## config.mk

```make
export PLATFORM = sky130hd
export DESIGN_NAME = lwe_ct_finalizer
export DESIGN_NICKNAME = d
export VERILOG_FILES = /design/src/rtl/lwe_pkg.sv /design/src/rtl/lwe_mod_reduce.sv /design/src/rtl/lwe_ct_finalizer.sv
export SDC_FILE = /design/constraint.sdc
export NUM_CORES = 1
export LEC_CHECK = 0
export CAP_MARGIN = 20
export CORE_MARGIN = 2
export CORE_UTILIZATION = 55
export CTS_CLUSTER_SIZE = 20
export DETAILED_ROUTE_END_ITERATION = 10
export GPL_TIMING_DRIVEN = 0
export PLACE_DENSITY_LB_ADDON = 0.25
export SLEW_MARGIN = 0
export SYNTH_ARGS = -nofsm -noshare
export SYNTH_HDL_FRONTEND = slang
export SYNTH_SLANG_ARGS = --single-unit
```

## constraint.sdc

```tcl
create_clock -name clk -period 20.7 [get_ports clk]
set_input_delay 4.14 -clock clk [delete_from_list [all_inputs] [get_ports clk]]
set_output_delay 4.14 -clock clk [all_outputs]
set_load 0.005 [all_outputs]
```

## src/rtl/lwe_pkg.sv

```systemverilog
// Shared types and constants for the LWE encryptor datapath.
// Modulus, FSM states and ciphertext element indexing.
package lwe_pkg;

  localparam int Q      = 3329;
  localparam int HALF_Q = Q / 2;

  typedef enum logic [1:0] {
    IDLE,
    REDUCE,
    SEND
  } state_t;

  typedef logic [2:0] elem_idx_t;

  localparam elem_idx_t NUM_ELEMS = 3'd5;
  localparam elem_idx_t LAST_IDX  = 3'd4;

endpackage

```

## src/rtl/lwe_mod_reduce.sv

```systemverilog
// Two-stage signed reduction x mod Q with Euclidean (non-negative) result.
// Stage 1 takes the truncated remainder, stage 2 folds negatives into [0, Q).
module lwe_mod_reduce #(
  parameter int ACC_WIDTH = 32,
  parameter int Q         = lwe_pkg::Q
) (
  input  logic                   clk,
  input  logic                   rst_n,
  input  logic                   in_valid,
  input  logic [ACC_WIDTH-1:0]   in_data,
  output logic                   out_valid,
  output logic [$clog2(Q)-1:0]   out_data
);

  localparam int RW = $clog2(Q);
  localparam int XW = ACC_WIDTH + 1;

  localparam logic signed [XW-1:0] Q_X = XW'(Q);
  localparam logic signed [RW:0]   Q_R = (RW + 1)'(Q);

  // One extra bit keeps the most-negative input from overflowing.
  logic signed [XW-1:0] x_ext;
  logic signed [RW:0]   rem_q;
  logic signed [RW:0]   rem_adj;
  logic                 v1_q;

  assign x_ext   = {in_data[ACC_WIDTH-1], in_data};
  assign rem_adj = rem_q + Q_R;

  always_ff @(posedge clk or negedge rst_n) begin
    if (!rst_n) begin
      rem_q     <= '0;
      v1_q      <= 1'b0;
      out_data  <= '0;
      out_valid <= 1'b0;
    end else begin
      rem_q     <= (RW + 1)'(x_ext % Q_X);
      v1_q      <= in_valid;
      out_data  <= rem_q[RW] ? rem_adj[RW-1:0]
                             : rem_q[RW-1:0];
      out_valid <= v1_q;
    end
  end

endmodule

```

## src/rtl/lwe_ct_finalizer.sv

```systemverilog
// Captures the MLA accumulators, reduces them mod Q, folds in the message
// bit and streams the five ciphertext words over valid/ready.
module lwe_ct_finalizer
  import lwe_pkg::*;
#(
  parameter int DATA_WIDTH = 12,
  parameter int ACC_WIDTH  = 32,
  parameter int Q          = lwe_pkg::Q
) (
  input  logic                  clk,
  input  logic                  rst_n,
  input  logic                  start,
  input  logic                  msg_bit,
  input  logic [ACC_WIDTH-1:0]  acc_col1,
  input  logic [ACC_WIDTH-1:0]  acc_col2,
  input  logic [ACC_WIDTH-1:0]  acc_col3,
  input  logic [ACC_WIDTH-1:0]  acc_col4,
  input  logic [ACC_WIDTH-1:0]  acc_sum,
  output logic                  busy,
  output logic                  acc_clr,
  output logic                  ct_valid,
  input  logic                  ct_ready,
  output logic [DATA_WIDTH-1:0] ct_data,
  output logic [2:0]            ct_idx,
  output logic                  ct_last
);

  localparam int RW = $clog2(Q);

  localparam logic [RW:0] Q_V  = (RW + 1)'(Q);
  localparam logic [RW:0] HQ_V = (RW + 1)'(Q / 2);

  state_t    state;
  state_t    state_nx;
  elem_idx_t iss_cnt;
  elem_idx_t wr_cnt;
  elem_idx_t snd_idx;

  logic [ACC_WIDTH-1:0] cap     [NUM_ELEMS];
  logic [RW-1:0]        res_buf [NUM_ELEMS];

  logic msg_q;
  logic acc_clr_q;
  logic start_ok;
  logic hs;

  logic                 red_in_valid;
  logic [ACC_WIDTH-1:0] red_in;
  logic                 red_out_valid;
  logic [RW-1:0]        red_out;

  logic          wr_en;
  logic [RW:0]   sum_w;
  logic [RW-1:0] wr_data;

  assign start_ok = (state == IDLE) && start;
  assign hs       = (state == SEND) && ct_ready;

  assign red_in_valid = (state == REDUCE)
                     && (iss_cnt < NUM_ELEMS);
  assign red_in       = red_in_valid ? cap[iss_cnt] : '0;

  lwe_mod_reduce #(
    .ACC_WIDTH (ACC_WIDTH),
    .Q         (Q)
  ) u_reduce (
    .clk       (clk),
    .rst_n     (rst_n),
    .in_valid  (red_in_valid),
    .in_data   (red_in),
    .out_valid (red_out_valid),
    .out_data  (red_out)
  );

  // Sum element carries the encoded message: +floor(Q/2), wrapped once.
  assign sum_w = {1'b0, red_out} + (msg_q ? HQ_V : '0);

  always_comb begin
    wr_data = red_out;
    if (wr_cnt == LAST_IDX) begin
      wr_data = (sum_w >= Q_V) ? RW'(sum_w - Q_V)
                               : sum_w[RW-1:0];
    end
  end

  assign wr_en = red_out_valid
              && (state == REDUCE)
              && (wr_cnt < NUM_ELEMS);

  always_comb begin
    state_nx = state;
    unique case (state)
      IDLE:    if (start) state_nx = REDUCE;
      REDUCE:  if (wr_cnt == NUM_ELEMS) state_nx = SEND;
      SEND:    if (hs && snd_idx == LAST_IDX) state_nx = IDLE;
      default: state_nx = IDLE;
    endcase
  end

  always_ff @(posedge clk or negedge rst_n) begin
    if (!rst_n) begin
      state     <= IDLE;
      acc_clr_q <= 1'b0;
      msg_q     <= 1'b0;
      iss_cnt   <= '0;
      wr_cnt    <= '0;
      snd_idx   <= '0;
      for (int i = 0; i < NUM_ELEMS; i++) begin
        cap[i]     <= '0;
        res_buf[i] <= '0;
      end
    end else begin
      state     <= state_nx;
      acc_clr_q <= start_ok;
      if (start_ok) begin
        cap[0]  <= acc_col1;
        cap[1]  <= acc_col2;
        cap[2]  <= acc_col3;
        cap[3]  <= acc_col4;
        cap[4]  <= acc_sum;
        msg_q   <= msg_bit;
        iss_cnt <= '0;
        wr_cnt  <= '0;
        snd_idx <= '0;
      end
      if (red_in_valid) begin
        iss_cnt <= iss_cnt + 3'd1;
      end
      if (wr_en) begin
        res_buf[wr_cnt] <= wr_data;
        wr_cnt          <= wr_cnt + 3'd1;
      end
      if (hs) begin
        snd_idx <= (snd_idx == LAST_IDX) ? '0
                                         : snd_idx + 3'd1;
      end
    end
  end

  assign busy     = (state != IDLE);
  assign acc_clr  = acc_clr_q;
  assign ct_valid = (state == SEND);
  assign ct_idx   = ct_valid ? snd_idx : '0;
  assign ct_last  = ct_valid && (snd_idx == LAST_IDX);
  assign ct_data  = ct_valid ? DATA_WIDTH'(res_buf[snd_idx])
                             : '0;

endmodule

```

# == Word level (Yosys, flattened, before mapping) ==
# Cells that the tools add are included.
# totals
ff_bits,260
latch_bits,0
mem_bits_rw,0
rom_bits,0
input_bits,165
output_inout_bits,19
wordCells,84
n_memories,0
# classes
add_sub_neg,6
mul,0
div_mod_pow,1
order_cmp,7
eq_ne,8
shift,0
mux,25
n_bitwise,3
reduce_logical,14
# op_table
cell,count
binary-select mux 32 bit (select 3 bit),1
two-way mux 32 bit,3
two-way mux 12 bit,7
bitwise mux 60 bit,1
binary-select mux 12 bit (select 3 bit),1
demux 12 bit (select 3 bit),1
"remainder unit 33 x 13 -> 33 bit, second input constant",1
two-way mux 3 bit,6
adder 12 x 11 -> 13 bit,1
"greater-or-equal comparator 13 x 12 -> 1 bit, second input constant",1
"adder 12 x 11 -> 12 bit, second input constant",1
"greater-or-equal comparator 4 bit, second input constant",3
inverter 3 -> 4 bit,3
"subtractor 12 bit, second input constant",1
two-way mux 11 bit,1
"adder 3 x 1 -> 3 bit, second input constant",3
"equality test 3 bit, second input constant",3
logical AND 1 bit,8
nonzero test 2 bit,4
"< comparator 3 bit, second input constant",2
two-way mux 2 bit,3
case mux 2 bit (3 select lines),1
"< comparator 4 x 1 -> 1 bit, second input constant",1
"!= test 2 x 1 -> 1 bit, second input constant",2
5 further kinds,5

# == Logic depth before layout (Yosys ltp) ==
# logic_depth
depth_word,6
depth_mapped,103

# == Modules after synthesis ==
# A second synthesis with hierarchy kept.
# hier_totals
cells_unflattened,2933
area_unflattened_um2,23376.2
# modules_own_cells
mod,instances,cells_per_inst,area_per_inst_um2,seq_area_each_um2
lwe_mod_reduce,1,1738,12121.6,675.6
lwe_ct_finalizer,1,1195,11254.5,5830.6

# == Least setup slack after synthesis ==
# Ideal clock, no wire load.
# synth_path
path_kind,register to register
from,register state[0]
to,register u_reduce.rem_q[12]
setup_time_ns,0.125
t_arrival_ns,22.051
required_ns,20.575
slack_ns,-1.476
stages_incl_launch_ff,92
synth_period_minus_slack_ns,22.176
cell_sequence,dfrtp_1 > nor2b_1 > buf_4 > o21ai_1 > inv_2 > clkbuf_1 > nand3_1 > ha_1 > nand2_1 > nor4_2 > a31oi_1 > mux2_4 > nor4_4 > a41oi_1 > or3_4 > o41a_1 > o211ai_1 > mux2i_1 > [56 not listed] > o311ai_2 > a31oi_1 > or4_1 > a211o_1 > o21bai_4 > and2_4 > buf_12 > xnor2_1 > ha_1 > nand2_1 > o21a_2 > a31oi_4 > o21a_4 > nor2_2 > or4_1 > a31oi_2 > a31oi_1 > xnor2_1
# synth_via
elab_chain_len,4
# synth_rtl
element,line,source
start: declaration,lwe_ct_finalizer.sv:33,state_t state;
start signal: assignment,lwe_ct_finalizer.sv:113,state <= state_nx;
equality test 2 x 1 -> 1 bit,lwe_ct_finalizer.sv:59,assign red_in_valid = (state == REDUCE)
logical AND 1 bit,lwe_ct_finalizer.sv:60,&& (iss_cnt < NUM_ELEMS);
via red_in_valid,lwe_ct_finalizer.sv:47,logic red_in_valid;
two-way mux 32 bit,lwe_ct_finalizer.sv:61,assign red_in = red_in_valid ? cap[iss_cnt] : '0;
remainder unit 33 x 13 -> 33 bit,lwe_mod_reduce.sv:37,rem_q <= (RW + 1)'(x_ext % Q_X);
end signal: assignment,lwe_mod_reduce.sv:37,
end: declaration,lwe_mod_reduce.sv:23,logic signed [RW:0] rem_q;
# The timed path passes the listed nets, and every way through them passes these cells.
# A chain may end at the register's enable or synchronous reset.

# == Worst setup path after layout ==
# layout_path
from,register iss_cnt[0]
to,register u_reduce.rem_q[9]
# layout_via
elab_chain_len,6
word_cells_on_any_way,8
cone_classes,1 x div; 1 x order compare; 4 x mux; 1 x bitwise; 1 x reduce/logical
# layout_rtl
element,line,source
start: declaration,lwe_ct_finalizer.sv:35,elem_idx_t iss_cnt;
start signal: assignment,lwe_ct_finalizer.sv:127,iss_cnt <= iss_cnt + 3'd1;
inverter 3 -> 4 bit (implied by the code),lwe_ct_finalizer.sv:61,
binary-select mux 32 bit (select 3 bit),lwe_ct_finalizer.sv:61,
two-way mux 32 bit (implied by the code) (2 in series),lwe_ct_finalizer.sv:61,
two-way mux 32 bit (*),lwe_ct_finalizer.sv:61,
remainder unit 33 x 13 -> 33 bit (*),lwe_mod_reduce.sv:37,
# Mark *: on every way between the ends. The rest lies on a longest branch, timed or not. The select of a mux whose other input is x is not followed.

==> key figures <==
Status
  • Status: finished, violations left
  • Failing checks: setup timing

Critical path
  • Worst R2R Path Depth: 95
  • CP Data Arrival Time: 23.36 ns
  • Worst R2R End: u_reduce.rem_q[9]
  • RR Startpoint: iss_cnt[0]
  • Crit path largest cell delay: 0.73 ns
  • Cell depth of the worst setup path: 95
  • Critical path type: reg2reg
  • Critical path startpoint: iss_cnt[0]
  • Critical Path Fanout Max: 8
  • Reg-to-reg slack, setup: -2.22 ns
  • Crit path buf inv count: 17
  • Slowest CP cell: a2111oi_2
  • Crit start category: flop
  • Critical Path RT: 21.14 ns
  • CP endpoint: u_reduce.rem_q[9]
  • Crit-path leading delay family: compound AO/OA/AOI/OAI gates
  • CP endpoint kind: flop

Synth
  • Post-synth EDFFs: 0
  • Mapped Area: 23670 um^2
  • Syn Inst Count: 3025
  • Synth unique cells: 163
  • Seq/Total Area, Yosys: 0.2749
  • Yosys reg bits: 260
  • Post-synth top flop: dfrtp_1
  • Syn nets: 3211
  • Share of synthesized registers carrying an async set or reset: 1.000
  • Avg Inst Size Synth: 7.823 um^2
  • Synth warn: 0

Clock tree
  • Total CTS buffers: 26
  • CTS H-tree depth: 1
  • TritonCTS clock tree: done
  • Clock Path Buffers: 3
  • Worst-skew pair later-pin latency: 0.54 ns
  • Clock-pin slew on the worst setup and hold paths: 0.07 ns
  • Root buf cell: clkbuf_16
  • Clk sinks: 260

Layout
  • Most common cell after layout, fill and taps aside: nand2_1
  • Layout fillers: 2750
  • Final instance area: 33060 um^2
  • Area Growth Syn to Fin: 39.72%
  • Final #Nets: 3748
  • Layout cell share with drive strength beyond 1: 0.2833
  • Post-Route Utilization: 0.7830
  • Most frequent cells in the layout: nand2_1, buf_4, dfrtp_1

Global routing
  • Total track usage: 0.3682
  • First-pass GRT wire length: 134.5 mm
  • Initial antenna violation count: 1
  • Total gr overflow: 0
  • Vias in the first global route: 26023
  • Largest net degree at the start of global routing: 122

Flow run
  • Max_cap viols: 0

Place
  • Number of port buffers: 183
  • Dpl hpwl: 59.69 mm
  • Placer Congestion: 0.9394
  • Placed cell areas: 26920 um^2

STA
  • Endpoints failing setup: 13
  • Upper clock frequency limit: 43.63 MHz
  • Final hold vios: 0
  • Skew final: 0.01595 ns
  • Max transition margin: 0.2076
  • Post-route setup slack: -2.218 ns
  • Min Tclk post-route: 22.92 ns
  • Worst hold slack: 0.3703 ns
  • Fin crit share: 1.107
  • Worst Tran Pin Value: 1.180 ns
  • Max Transition Viols Final: 0
  • RSZ-0062 raised after global routing: yes

Drt
  • DRT Wirelength: 90.61 mm
  • Final ANT Viol Nets: 0
  • DR DRC count: 0
  • Avg WL per Cell: 22.00 um
  • Routed vias/inst: 6.739
  • Pre-antenna DRT Iters: 7
  • Drt initial violations: 3123
  • Via count: 27757

Die
  • Die ar.: 44700 um^2
  • Core area: 42230 um^2
  • Die height: 211.4 um
  • Std-Cell Rows: 75
  • Die width: 211.4 um
  • Initial core utilization: 0.5604
  • IO Pins: 184

Hold path
  • Hold WC Path Type: reg2reg
## synth_stat cells, types with 31 or more instances
master	n	area, um^2
o21ai_1	37	185.2
o211ai_1	32	240.2
nor4_1	35	219.0
a211oi_1	31	232.7
nand2b_1	41	256.5
nand3_1	95	475.5
xnor2_1	113	989.7
a21oi_1	169	845.8
mux2_2	34	382.9
inv_1	42	157.7
mux2i_1	56	560.5
o21ai_0	129	645.6
clkbuf_1	71	266.5
xor2_1	52	455.4
dfrtp_1	260	6506
nand4_1	35	219.0
a31oi_1	47	294.0
nand2_1	736	2763
nor2_1	201	754.5
nor3_1	69	345.3
## area by class of cell
type / count / area (um^2) / area share
Antenna cell: 1 / 2.502 / 0.00007568
Buffer: 128 / 929.6 / 0.02812
Clock buffer: 39 / 750.7 / 0.02270
Clock inverter: 6 / 61.31 / 0.001854
Inverter: 45 / 172.7 / 0.005222
Multi-Input combinational cell: 2585 / 19420 / 0.5873
Sequential cell: 260 / 6506 / 0.1968
Tap cell: 539 / 674.4 / 0.02040
Timing Repair Buffer: 516 / 4548 / 0.1376
## worst min-delay path by stage
stage | startpoint | to | slack (ns) | cells after the start
after floorplan | u_reduce.v1_q | u_reduce.out_valid | 0.33 | 0
after global placement | u_reduce.v1_q | u_reduce.out_valid | 0.34 | 0
after detailed placement | u_reduce.v1_q | u_reduce.out_valid | 0.35 | 0
after CTS | u_reduce.v1_q | u_reduce.out_valid | 0.36 | 0
after global routing | u_reduce.v1_q | u_reduce.out_valid | 0.37 | 0
final | u_reduce.v1_q | u_reduce.out_valid | 0.37 | 0
## flip-flops by register name (all words and copies together) (netlist names)
| name | flops |
|---|---|
| msg_q | 1 |
| acc_clr | 1 |
| u_reduce.out_data | 12 |
| wr_cnt | 3 |
| u_reduce.rem_q | 13 |
| cap | 160 |
| u_reduce.out_valid | 1 |
| u_reduce.v1_q | 1 |
| iss_cnt | 3 |
| res_buf | 60 |
| state | 2 |
| snd_idx | 3 |
## per-stage QoR
| stage | TNS (ns) | setup slack, ns | std cells |
|---|---|---|---|
| after CTS | -13.68 | -1.220 | 4003 |
| after global routing | -35.74 | -2.981 | 4119 |
| final | -26.04 | -2.218 | 4119 |
| after global placement | -58.36 | -4.679 | 3747 |
| after detailed placement | -62.15 | -4.994 | 3751 |
| after floorplan | -5.275 | -0.6166 | 3025 |
## cell families (layout without fill, tap and decap cells)
family,after synthesis,after routing,share of synthesized area
buffers and inverters,180,734,0.04166
muxes,118,118,0.06128
other,0,1,0
AOI/OAI and AO/OA,826,826,0.2555
DFF,260,260,0.2749
and+or+nand+nor,1444,1444,0.2879
adders and majority gates,25,25,0.01285
xor gates and xnor gates,172,172,0.06588
## layer usage
metal | global-route usage | vias to the layer above | wire (um)
met5 | 0 | - | 0
met4 | 0.1379 | 0 | 4819
met3 | 0.04999 | 465 | 7225
met2 | 0.6311 | 1704 | 43310
met1 | 0.4739 | 13471 | 35250
li1 | - | 12117 | -
## what timing repair did
action / in CTS / in global routing
hold buffers: 0 / 0
setup buffers: 209 / 117
cloned: 2 / 1
pin swaps: 161 / 141
gates resized for setup: 314 / 201
endpoints found under the setup margin: 13 / 13
Power is left out: the tool's default activity adds up to more than one toggle a clock period on the data nets, which glitch-free logic cannot reach.
